$ cat config.mk
export PLATFORM = sky130hd
export DESIGN_NAME = prbs_burst_arbiter
export DESIGN_NICKNAME = d
export VERILOG_FILES = /design/src/rtl/prbs_burst_arbiter.sv
export SDC_FILE = /design/constraint.sdc
export NUM_CORES = 1
export LEC_CHECK = 0
export BUFFER_PORTS_ARGS = -buffer_cell sky130_fd_sc_hd__buf_2
export CAP_MARGIN = 25
export CORE_UTILIZATION = 30
export CTS_CLUSTER_DIAMETER = 60
export DETAILED_ROUTE_END_ITERATION = 8
export PLACE_DENSITY_LB_ADDON = 0.2
export SYNTH_ARGS = -nofsm -noshare
export SYNTH_HDL_FRONTEND = slang
export SYNTH_SLANG_ARGS = --single-unit
$ cat constraint.sdc
create_clock -name i_clk -period 2.68 [get_ports i_clk]
set_clock_uncertainty 0.2 [all_clocks]
set_input_delay 0.134 -clock i_clk [delete_from_list [all_inputs] [get_ports i_clk]]
set_output_delay 0.134 -clock i_clk [all_outputs]
set_load 0.01 [all_outputs]
$ cat src/rtl/prbs_burst_arbiter.sv
// prbs_burst_arbiter
// Round-robin arbiter that shares one 4-bit PRBS source between two requesters.
// The winner's seed is loaded into a 4-bit LFSR (next = {l[2:0], l[3]^l[2]}).
// The burst is then streamed over valid/ready, tagged with the owner's ID.
// Every output is taken directly from a register.
module prbs_burst_arbiter #(
   parameter int LEN_W = 8
) (
   input  logic             i_clk,
   input  logic             i_rst,
   input  logic             i_req0_valid,
   input  logic [3:0]       i_req0_seed,
   input  logic [LEN_W-1:0] i_req0_len,
   input  logic             i_req1_valid,
   input  logic [3:0]       i_req1_seed,
   input  logic [LEN_W-1:0] i_req1_len,
   output logic             o_req0_ack,
   output logic             o_req1_ack,
   output logic             o_out_valid,
   input  logic             i_out_ready,
   output logic [3:0]       o_out_data,
   output logic             o_out_id,
   output logic             o_out_last,
   output logic             o_done,
   output logic             o_seed_fixed,
   output logic             o_busy
);

   typedef enum logic [0:0] {
      ST_IDLE = 1'b0,
      ST_RUN  = 1'b1
   } state_t;

   // One step of the period-15 PRBS generator.
   function automatic logic [3:0] lfsr_next(input logic [3:0] l);
      return {l[2:0], l[3] ^ l[2]};
   endfunction

   state_t           r_state, w_state;
   logic             r_rr, w_rr;
   logic [3:0]       r_lfsr, w_lfsr;
   logic [LEN_W-1:0] r_cnt, w_cnt;
   logic             r_ack0, w_ack0;
   logic             r_ack1, w_ack1;
   logic             r_valid, w_valid;
   logic             r_last, w_last;
   logic             r_id, w_id;
   logic             r_done, w_done;
   logic             r_seed_fixed, w_seed_fixed;
   logic             r_busy, w_busy;

   // A requester whose ack is on the wire this cycle may still hold valid;
   // masking it prevents a zero-length request from being accepted twice.
   logic             w_cand0, w_cand1, w_pick1;
   logic [3:0]       w_sel_seed;
   logic [LEN_W-1:0] w_sel_len;

   assign w_cand0    = i_req0_valid & ~r_ack0;
   assign w_cand1    = i_req1_valid & ~r_ack1;
   assign w_pick1    = w_cand1 & (~w_cand0 | r_rr);
   assign w_sel_seed = w_pick1 ? i_req1_seed : i_req0_seed;
   assign w_sel_len  = w_pick1 ? i_req1_len  : i_req0_len;

   // Next-state and next-output logic for the IDLE/RUN scheduler.
   always_comb begin
      w_state      = r_state;
      w_rr         = r_rr;
      w_lfsr       = r_lfsr;
      w_cnt        = r_cnt;
      w_ack0       = 1'b0;
      w_ack1       = 1'b0;
      w_valid      = r_valid;
      w_last       = r_last;
      w_id         = r_id;
      w_done       = 1'b0;
      w_seed_fixed = 1'b0;
      w_busy       = r_busy;
      case (r_state)
         ST_IDLE: begin
            if (w_cand0 || w_cand1) begin
               w_ack0       = ~w_pick1;
               w_ack1       = w_pick1;
               w_id         = w_pick1;
               w_rr         = ~w_pick1;
               w_seed_fixed = (w_sel_seed == 4'b0000);
               w_lfsr       = (w_sel_seed == 4'b0000) ? 4'b0001 : w_sel_seed;
               if (w_sel_len == {LEN_W{1'b0}}) begin
                  w_done = 1'b1;
               end else begin
                  w_state = ST_RUN;
                  w_cnt   = w_sel_len - LEN_W'(1);
                  w_valid = 1'b1;
                  w_last  = (w_sel_len == LEN_W'(1));
                  w_busy  = 1'b1;
               end
            end else begin
               w_state = ST_IDLE;
            end
         end
         ST_RUN: begin
            if (r_valid && i_out_ready) begin
               w_lfsr = lfsr_next(r_lfsr);
               if (r_last) begin
                  w_state = ST_IDLE;
                  w_valid = 1'b0;
                  w_last  = 1'b0;
                  w_busy  = 1'b0;
                  w_done  = 1'b1;
               end else begin
                  w_cnt  = r_cnt - LEN_W'(1);
                  w_last = (r_cnt == LEN_W'(1));
               end
            end else begin
               w_state = ST_RUN;
            end
         end
         default: begin
            w_state = ST_IDLE;
            w_valid = 1'b0;
            w_last  = 1'b0;
            w_busy  = 1'b0;
         end
      endcase
   end

   // State and output registers with synchronous reset.
   always_ff @(posedge i_clk) begin
      if (i_rst) begin
         r_state      <= ST_IDLE;
         r_rr         <= 1'b0;
         r_lfsr       <= 4'b0000;
         r_cnt        <= {LEN_W{1'b0}};
         r_ack0       <= 1'b0;
         r_ack1       <= 1'b0;
         r_valid      <= 1'b0;
         r_last       <= 1'b0;
         r_id         <= 1'b0;
         r_done       <= 1'b0;
         r_seed_fixed <= 1'b0;
         r_busy       <= 1'b0;
      end else begin
         r_state      <= w_state;
         r_rr         <= w_rr;
         r_lfsr       <= w_lfsr;
         r_cnt        <= w_cnt;
         r_ack0       <= w_ack0;
         r_ack1       <= w_ack1;
         r_valid      <= w_valid;
         r_last       <= w_last;
         r_id         <= w_id;
         r_done       <= w_done;
         r_seed_fixed <= w_seed_fixed;
         r_busy       <= w_busy;
      end
   end

   assign o_req0_ack   = r_ack0;
   assign o_req1_ack   = r_ack1;
   assign o_out_valid  = r_valid;
   assign o_out_data   = r_lfsr;
   assign o_out_id     = r_id;
   assign o_out_last   = r_last;
   assign o_done       = r_done;
   assign o_seed_fixed = r_seed_fixed;
   assign o_busy       = r_busy;

endmodule

==> results of run 1 <==
-- layout by cell type (no fill, tap or decap), types with 2 or more instances in the layout --
| cell | n |
|---|---|
| a211oi_1 | 2 |
| a21oi_1 | 10 |
| a22oi_1 | 2 |
| a2bb2oi_1 | 2 |
| a31oi_1 | 3 |
| buf_2 | 40 |
| buf_4 | 9 |
| clkbuf_8 | 3 |
| dfxtp_1 | 21 |
| dlygate4sd3_1 | 2 |
| ha_1 | 4 |
| inv_1 | 7 |
| mux2_2 | 2 |
| mux2i_1 | 11 |
| mux2i_2 | 2 |
| nand2_1 | 23 |
| nand2b_1 | 2 |
| nand3_1 | 4 |
| nor2_1 | 26 |
| nor3_1 | 11 |
| nor4_1 | 5 |
| o211ai_1 | 2 |
| o21ai_0 | 6 |
| o311ai_0 | 2 |
| or3_1 | 2 |
| xnor2_1 | 6 |
| xor2_1 | 6 |
-- per-layer routing --
layer,up-vias,routed length (um)
met2,54,1899
met3,4,178
met1,679,1879
met5,-,0
met4,0,46
li1,768,-
-- critical path: stages --
cell and delay [ps]:
dlygate4sd3_1 520, buf_2 120, nand2b_4 90, nor2_8 150, mux2i_1 320, ha_2 300, nand2b_1 80, nor4_1 240
xnor2_1 170, mux2i_1 110, a21oi_1 140, o21ai_0 80
-- repair_timing --
| item | in CTS | in global routing |
|---|---|---|
| buffers inserted | 0 | 0 |
| hold buffers | 2 | 0 |
| endpoints found under the hold margin | 2 | 0 |
| endpoints found under the setup margin | 0 | 1 |
| resized for setup | 0 | 3 |
-- flip-flops by register name (all words and copies together) (netlist names) --
name / flops
r_rr: 1
o_out_data: 4
o_req1_ack: 1
r_state: 1
o_busy: 1
o_out_id: 1
r_cnt: 8
o_out_last: 1
o_req0_ack: 1
o_seed_fixed: 1
o_done: 1
-- cells in the mapped netlist, drive strengths merged, types with 5 or more instances --
| master | count | area share [%] |
|---|---|---|
| nor2 | 27 | 7.8 |
| xor2 | 6 | 3.5 |
| dfxtp | 21 | 28 |
| ha | 5 | 4.1 |
| o21ai | 7 | 2.6 |
| clkbuf | 6 | 1.5 |
| nor4 | 5 | 2.1 |
| nand2 | 23 | 5.7 |
| a21oi | 10 | 3.3 |
| nor3 | 11 | 3.6 |
| xnor2 | 6 | 3.5 |
| mux2i | 13 | 8.8 |
| inv | 7 | 1.7 |
-- power groups by stage --
stage	clock network, W	logic, W	registers (W)
final	0.000220	0.000381	0.000391
after global routing	0.000237	0.000426	0.000398
after CTS	0.000226	0.000381	0.000390
after detailed placement	0	0.000377	0.000397
after global placement	0	0.000379	0.000396
after floorplan	0	0.000260	0.000391
-- cells by family after synthesis --
family          Yosys count  synth area share [%]
compound gates           41                 20.41
fa+ha+maj                 5                 4.132
mux                      15                 10.33
simple gates             79                 25.45
flops                    21                 27.77
buf+inv                  17                 4.959
xor+xnor                 12                 6.942
-- worst min path at each step --
| stage | startpoint | end | slack (ps) | depth (start not counted) |
|---|---|---|---|---|
| finish | i_rst | r_cnt[1] | 40 | 2 |
| global route | i_rst | r_cnt[1] | 60 | 2 |
| CTS | i_rst | r_cnt[1] | 40 | 2 |
| detailed placement | i_out_ready | o_done | 270 | 3 |
| global placement | i_out_ready | o_done | 270 | 3 |
| floorplan | i_out_ready | o_done | 120 | 2 |
-- per-stage QoR --
step	hold slack (ps)	util (%)	cells	instance area, um^2
floorplan	119.6	-	190	1515
global placement	268.6	38.04	297	1821
detailed placement	266.6	38.04	297	1821
CTS	43.69	39.42	303	1887
global route	62.91	39.69	303	1899
finish	39.97	39.69	303	1899
-- area by class of cell --
class	count	area share, %
repair buffers	51	15.15
well taps	67	4.414
multi-input cells	152	54.28
clock inverters	1	0.2635
flip-flops and latches	21	22.13
inverters	8	1.581
clock buffers	3	2.174
==> flow_summary.json, run 1 <==
{
  "multiInputGateArea_um2": 1031,
  "wl_per_cell_um": 13.21,
  "dp_slack_ps": 110.5,
  "p_sw_share_pct": 36.90,
  "fin_crit_ps": 2496,
  "ys_ff_latch": 21,
  "gp_congestion": 0.7588,
  "synth_edf_count": 0,
  "syn-num-nets": 224,
  "regToRegSetupSlack_ps": 240,
  "syn_inst": 190,
  "root_buffer": "clkbuf_8",
  "io_pins": 41,
  "p_int_w": 0.0006260,
  "diodes": 0,
  "grt_pass1_wl_um": 6741,
  "startpoint_type": "primary input",
  "syn_avg_cell_area_um2": 7.968,
  "die_area_um2": 5335,
  "synth_flop_cell": "dfxtp_1",
  "ys_warn_count": 0,
  "p_total_w": 0.0009921,
  "grt_use_met1_pct": 20.17,
  "rows": 25,
  "fillers": 503,
  "vias_per_cell": 4.967,
  "fp.coreArea_um2": 4786,
  "grtUsageMet3_pct": 2.210,
  "max_freq_mhz": 400.6,
  "hold_viol": 0,
  "clkLatencyLatePin_ps": 270,
  "power_density_nw_per_um2": 522.3,
  "setup_viol": 0,
  "dr.first_iter.drc_count": 53,
  "rsz0062_at_grt": "no",
  "pwr-share-seq_pct": 39.4,
  "crit_path_end": "r_cnt[6]",
  "cp.required_ps": 2640,
  "cts_inserted_buffers": 3,
  "maxCapViolCount": 0,
  "antenna_found_initial": 0,
  "ff2ff_path_depth": 10,
  "leakage_nw": 0.8230,
  "hpwl_um": 3152,
  "startpoint": "i_req1_valid",
  "top_usage_layer": "met2",
  "cts_sinks": 21,
  "globalRouteMet2Util_pct": 29.53,
  "crit_type": "in -> reg",
  "status": "finished clean",
  "finalCritPeriodShare_pct": 93.14,
  "fp.dieH_um": 73.04,
  "grt_max_degree": 18,
  "seq_area_um2": 420.4,
  "num_vias": 1505,
  "finalWirelength_um": 4004,
  "htree_levels": 1,
  "drive_above_1_share_pct": 27.54,
  "netlist_area_um2": 1514,
  "overflow": 0,
  "firstDrtPassIters": 4,
  "fin_ws_ps": 183.8,
  "synth.distinct_cells": 46,
  "cp_data_arrival_time_ps": 2460,
  "timing.rr.end": "r_cnt[6]",
  "start_util_pct": 31.63,
  "ys_async_sr_fraction_pct": 0,
  "r2r-start": "r_rr",
  "worst_setup_path_end_kind": "flip-flop",
  "worst_slew_margin_rel_pct": 61.96,
  "clk_pin_slew_worst_paths_ps": 90,
  "die_w_um": 73.04,
  "drc": 0,
  "comb_power_share_pct": 38.4,
  "switchingPower_w": 0.0003661,
  "first_global_vias": 1478,
  "port_buffers": 40,
  "clk_path_buf_depth": 2,
  "final_net_count": 271,
  "clkPwrFrac_pct": 22.1,
  "syn_to_final_growth_pct": 25.45,
  "crit_fanout": 5,
  "vdd_drop_max_mv": 0.1984,
  "antenna_left": 0,
  "cts_tree": "yes",
  "tns_ps": 0,
  "tightest_slew_ps": 570.6,
  "timing.final.max_slew_violations": 0,
  "grt_usage_pct": 16.46,
  "ys_seq_area_share_pct": 27.77,
  "hp-class": "in -> reg"
}
Power figures use the tool's default switching activity.
==> inputs of run 2 (changes only) <==
Settings changed: REMOVE_ABC_BUFFERS set to 1.
==> flow_summary.json, run 2 (synthesis gave the netlist of run 1 again) <==
{
  "hpwl_um": 3053,
  "tns_ps": 0,
  "drive_above_1_share_pct": 26.18,
  "cp.required_ps": 2660,
  "hold_viol": 0,
  "crit_type": "reg -> reg",
  "dr.first_iter.drc_count": 71,
  "finalWirelength_um": 4030,
  "worst_setup_path_end_kind": "flip-flop",
  "cp_data_arrival_time_ps": 2490,
  "rows": 25,
  "fp.dieH_um": 73.04,
  "power_density_nw_per_um2": 526.5,
  "largest_reg_flops": 8,
  "tightest_slew_ps": 562.3,
  "max_freq_mhz": 399.6,
  "cts_sinks": 21,
  "vdd_drop_max_mv": 0.2954,
  "fp.coreArea_um2": 4786,
  "finalCritPeriodShare_pct": 93.38,
  "multiInputGateArea_um2": 1032,
  "firstDrtPassIters": 4,
  "vias_per_cell": 5.007,
  "syn_to_final_growth_pct": 23.97,
  "htree_levels": 1,
  "wl_per_cell_um": 13.43,
  "fin_ws_ps": 177.4,
  "clk_pin_slew_worst_paths_ps": 80,
  "place_area_um2": 1798,
  "overflow": 0,
  "timing.final.max_slew_violations": 0,
  "stdcell_area_um2": 1877,
  "leakage_nw": 0.8067,
  "die_area_um2": 5335,
  "drc": 0,
  "fillers": 505,
  "maxCapViolCount": 0,
  "fin_crit_ps": 2503,
  "antenna_found_initial": 0,
  "dp_slack_ps": 134.8,
  "clkLatencyLatePin_ps": 260,
  "final_net_count": 268,
  "root_buffer": "clkbuf_8",
  "die_w_um": 73.04,
  "antenna_left": 0,
  "rsz0062_at_grt": "no",
  "final_cell_mix": "buf_2, nor2_1, nand2_1, dfxtp_1, nor3_1",
  "startpoint_type": "flip-flop",
  "hp-class": "in -> reg",
  "status": "finished clean",
  "p_total_w": 0.0009882,
  "crit_fanout": 8,
  "seq_area_um2": 420.4,
  "io_pins": 41,
  "whs_ps": 51.63,
  "clk_path_buf_depth": 2,
  "gp_congestion": 0.7820,
  "grt_usage_pct": 16.29,
  "cts_tree": "yes",
  "regMostFlops": "r_cnt",
  "first_global_vias": 1417,
  "num_vias": 1502,
  "diodes": 0,
  "layout_commonest_cell": "buf_2",
  "setup_viol": 0,
  "cts_inserted_buffers": 3,
  "worst_slew_margin_rel_pct": 62.51,
  "grt_pass1_wl_um": 6699,
  "start_util_pct": 31.63,
  "grt_max_degree": 18,
  "port_buffers": 40
}
==> run 2: worst max-delay path, cell delays in order (launching register included) <==
cell	delay (ps)
dfxtp_1	340
nor3b_4	340
nor2_8	70
mux2i_2	180
ha_1	310
a311oi_4	560
o21ai_2	130
a221oi_2	270
==> run 2: metrics by stage <==
stage | utilization (%) | std cells
floorplan | - | 181
finish | 39.22 | 300
global route | 39.22 | 300
global placement | 37.57 | 294
detailed placement | 37.57 | 294
CTS | 38.93 | 300
==> run 2: final cells by class <==
cell class                      instances  share of cell area [%]
Timing Repair Buffer                   48                   14.13
Tap cell                               67                   4.467
Clock buffer                            4                   2.400
Inverter                                8                   1.600
Sequential cell                        21                   22.40
Multi-Input combinational cell        152                   55.00
==> run 2: worst paths after layout <==
kind | startpoint | to | slack (ps) | depth (start not counted)
hold reg to reg | o_out_id | o_out_id | 290 | 2
setup / recovery | r_rr | r_cnt[0] | 180 | 7
hold / removal | i_rst | r_state | 50 | 2
setup reg to reg | r_rr | r_cnt[0] | 180 | 7
==> run 2: per-layer routing <==
metal	global-route usage, %	part of all wire, %
met1	20.76	47
met3	3.315	3.2
met5	0	0
met2	28.29	49
met4	3.268	0.69
==> run 2: what timing repair did <==
item,CTS,global route
endpoints found under the setup margin,0,2
hold buffers,2,0
setup buffers,0,0
hold endpoints to repair,2,0
resized for setup,0,3
==> run 2: power by group <==
group | leakage, nW | total [W] | internal, W | switching (W)
registers | 0.173 | 0.000387 | 0.000350 | 0.0000371
clock network | 0.0228 | 0.000214 | 0.000106 | 0.000108
logic | 0.611 | 0.000387 | 0.000168 | 0.000218
==> inputs of run 3 (changes only) <==
Settings changed: CAP_MARGIN 25 to not set, CORE_MARGIN set to 2, CTS_BUF_LIST set to sky130_fd_sc_hd__clkbuf_16.
==> flow_summary.json, run 3 (synthesis gave the netlist of run 1 again) <==
{
  "status": "finished clean",
  "hpwl_um": 3149,
  "largest_reg_flops": 8,
  "drc": 0,
  "finalWirelength_um": 3974,
  "fp.coreArea_um2": 4786,
  "setup_viol": 0,
  "cts_sinks": 21,
  "vdd_drop_max_mv": 0.3122,
  "layout_commonest_cell": "buf_2",
  "cts_inserted_buffers": 3,
  "crit_type": "reg -> reg",
  "first_global_vias": 1463,
  "leakage_nw": 0.8158,
  "vias_per_cell": 5.003,
  "wl_per_cell_um": 13.34,
  "worst_slew_margin_rel_pct": 62.98,
  "drive_above_1_share_pct": 26.84,
  "finalCritPeriodShare_pct": 93.38,
  "rsz0062_at_grt": "no",
  "fp.dieH_um": 75.04,
  "p_total_w": 0.001082,
  "syn_to_final_growth_pct": 25.04,
  "hp-class": "in -> reg",
  "cp_top_family": "compound AO/OA/AOI/OAI gates",
  "path_depth": 7,
  "dr.first_iter.drc_count": 94,
  "io_pins": 41,
  "port_buffers": 40,
  "crit_fanout": 11,
  "cts_hold_buf": 0,
  "cts_tree": "yes",
  "cp_slowest_cell": "a311oi_4",
  "overflow": 0,
  "whs_path_depth": 3,
  "start_util_pct": 31.63,
  "critPathBufInv": 0,
  "tightest_slew_ps": 555.3,
  "rows": 25,
  "maxCapViolCount": 0,
  "clk_pin_slew_worst_paths_ps": 60,
  "cts-resized-gates": 0,
  "grt_pass1_wl_um": 6920,
  "power_density_nw_per_um2": 571.5,
  "firstDrtPassIters": 4,
  "max_freq_mhz": 399.6,
  "gp_congestion": 0.8915,
  "clkLatencyLatePin_ps": 250,
  "fin_crit_ps": 2503,
  "max_stage_delay_ps": 560,
  "grt_max_degree": 18,
  "final_cell_mix": "buf_2, nor2_1, nand2_1, dfxtp_1, nor3_1",
  "regMostFlops": "r_cnt",
  "htree_levels": 1,
  "die_area_um2": 5631,
  "grt_usage_pct": 15.68,
  "clk_path_buf_depth": 2,
  "path_cells": "nor3b_4 > nor2_8 > mux2i_2 > ha_1 > a311oi_4 > o21ai_2 > a221oi_2",
  "antenna_found_initial": 0,
  "cts_setup_buffers": 0,
  "cp_data_arrival_time_ps": 2470,
  "num_vias": 1491,
  "tns_ps": 0,
  "worst_setup_path_end_kind": "flip-flop",
  "ff2ff_path_depth": 7,
  "hold_viol": 0,
  "diodes": 0,
  "final_net_count": 266,
  "die_w_um": 75.04,
  "timing.final.max_slew_violations": 0,
  "startpoint_type": "flip-flop",
  "root_buffer": "clkbuf_16",
  "cp.required_ps": 2650,
  "antenna_left": 0
}
-- run 3: final cells by class --
class	count	area [um^2]
timing repair buffer	46	245.2
sequential	21	420.4
inverter	8	30.03
tap	67	83.83
fill	521	2893
multi-input combinational	152	1035
clock buffer	3	75.07
clock inverter	1	3.754
-- run 3: metal layers --
layer | global-route usage [%] | vias up | routed length (um)
met4 | 1.190 | 0 | 8
met2 | 27.19 | 22 | 1936
met1 | 20.86 | 698 | 1904
met3 | 3.347 | 2 | 125
met5 | 0 | - | 0
li1 | - | 769 | -
-- run 3: power by group --
group          total, W  leakage (nW)  switching, W  internal [W]
logic          0.000376         0.600      0.000210      0.000166
registers      0.000392         0.173     0.0000411      0.000351
clock network  0.000314        0.0423      0.000115      0.000199
-- run 3: tightest hold or removal path, stage by stage --
cell and delay [ps]:
buf_2 110, nand2b_4 110, nor3_1 70
-- run 3: worst paths after layout --
path / startpoint / slack (ps) / end
setup / recovery: o_req0_ack / 180 / r_cnt[0]
hold / removal: i_req1_valid / 20 / o_req1_ack
setup reg to reg: o_req0_ack / 180 / r_cnt[0]
hold reg to reg: o_out_id / 300 / o_out_id
-- run 3: stage by stage --
step / utilization, % / std cells / worst slack [ps] / area [um^2] / hold WS [ps]
after floorplan: - / 181 / 186.6 / 1469 / 0.2462
after global placement: 37.57 / 294 / 139.9 / 1798 / 273.2
after detailed placement: 37.57 / 294 / 52.30 / 1798 / 276.2
after CTS: 39.22 / 298 / 39.33 / 1877 / 16.96
after global routing: 39.56 / 298 / 34.14 / 1893 / 34.33
final: 39.56 / 298 / 177.5 / 1893 / 15.36
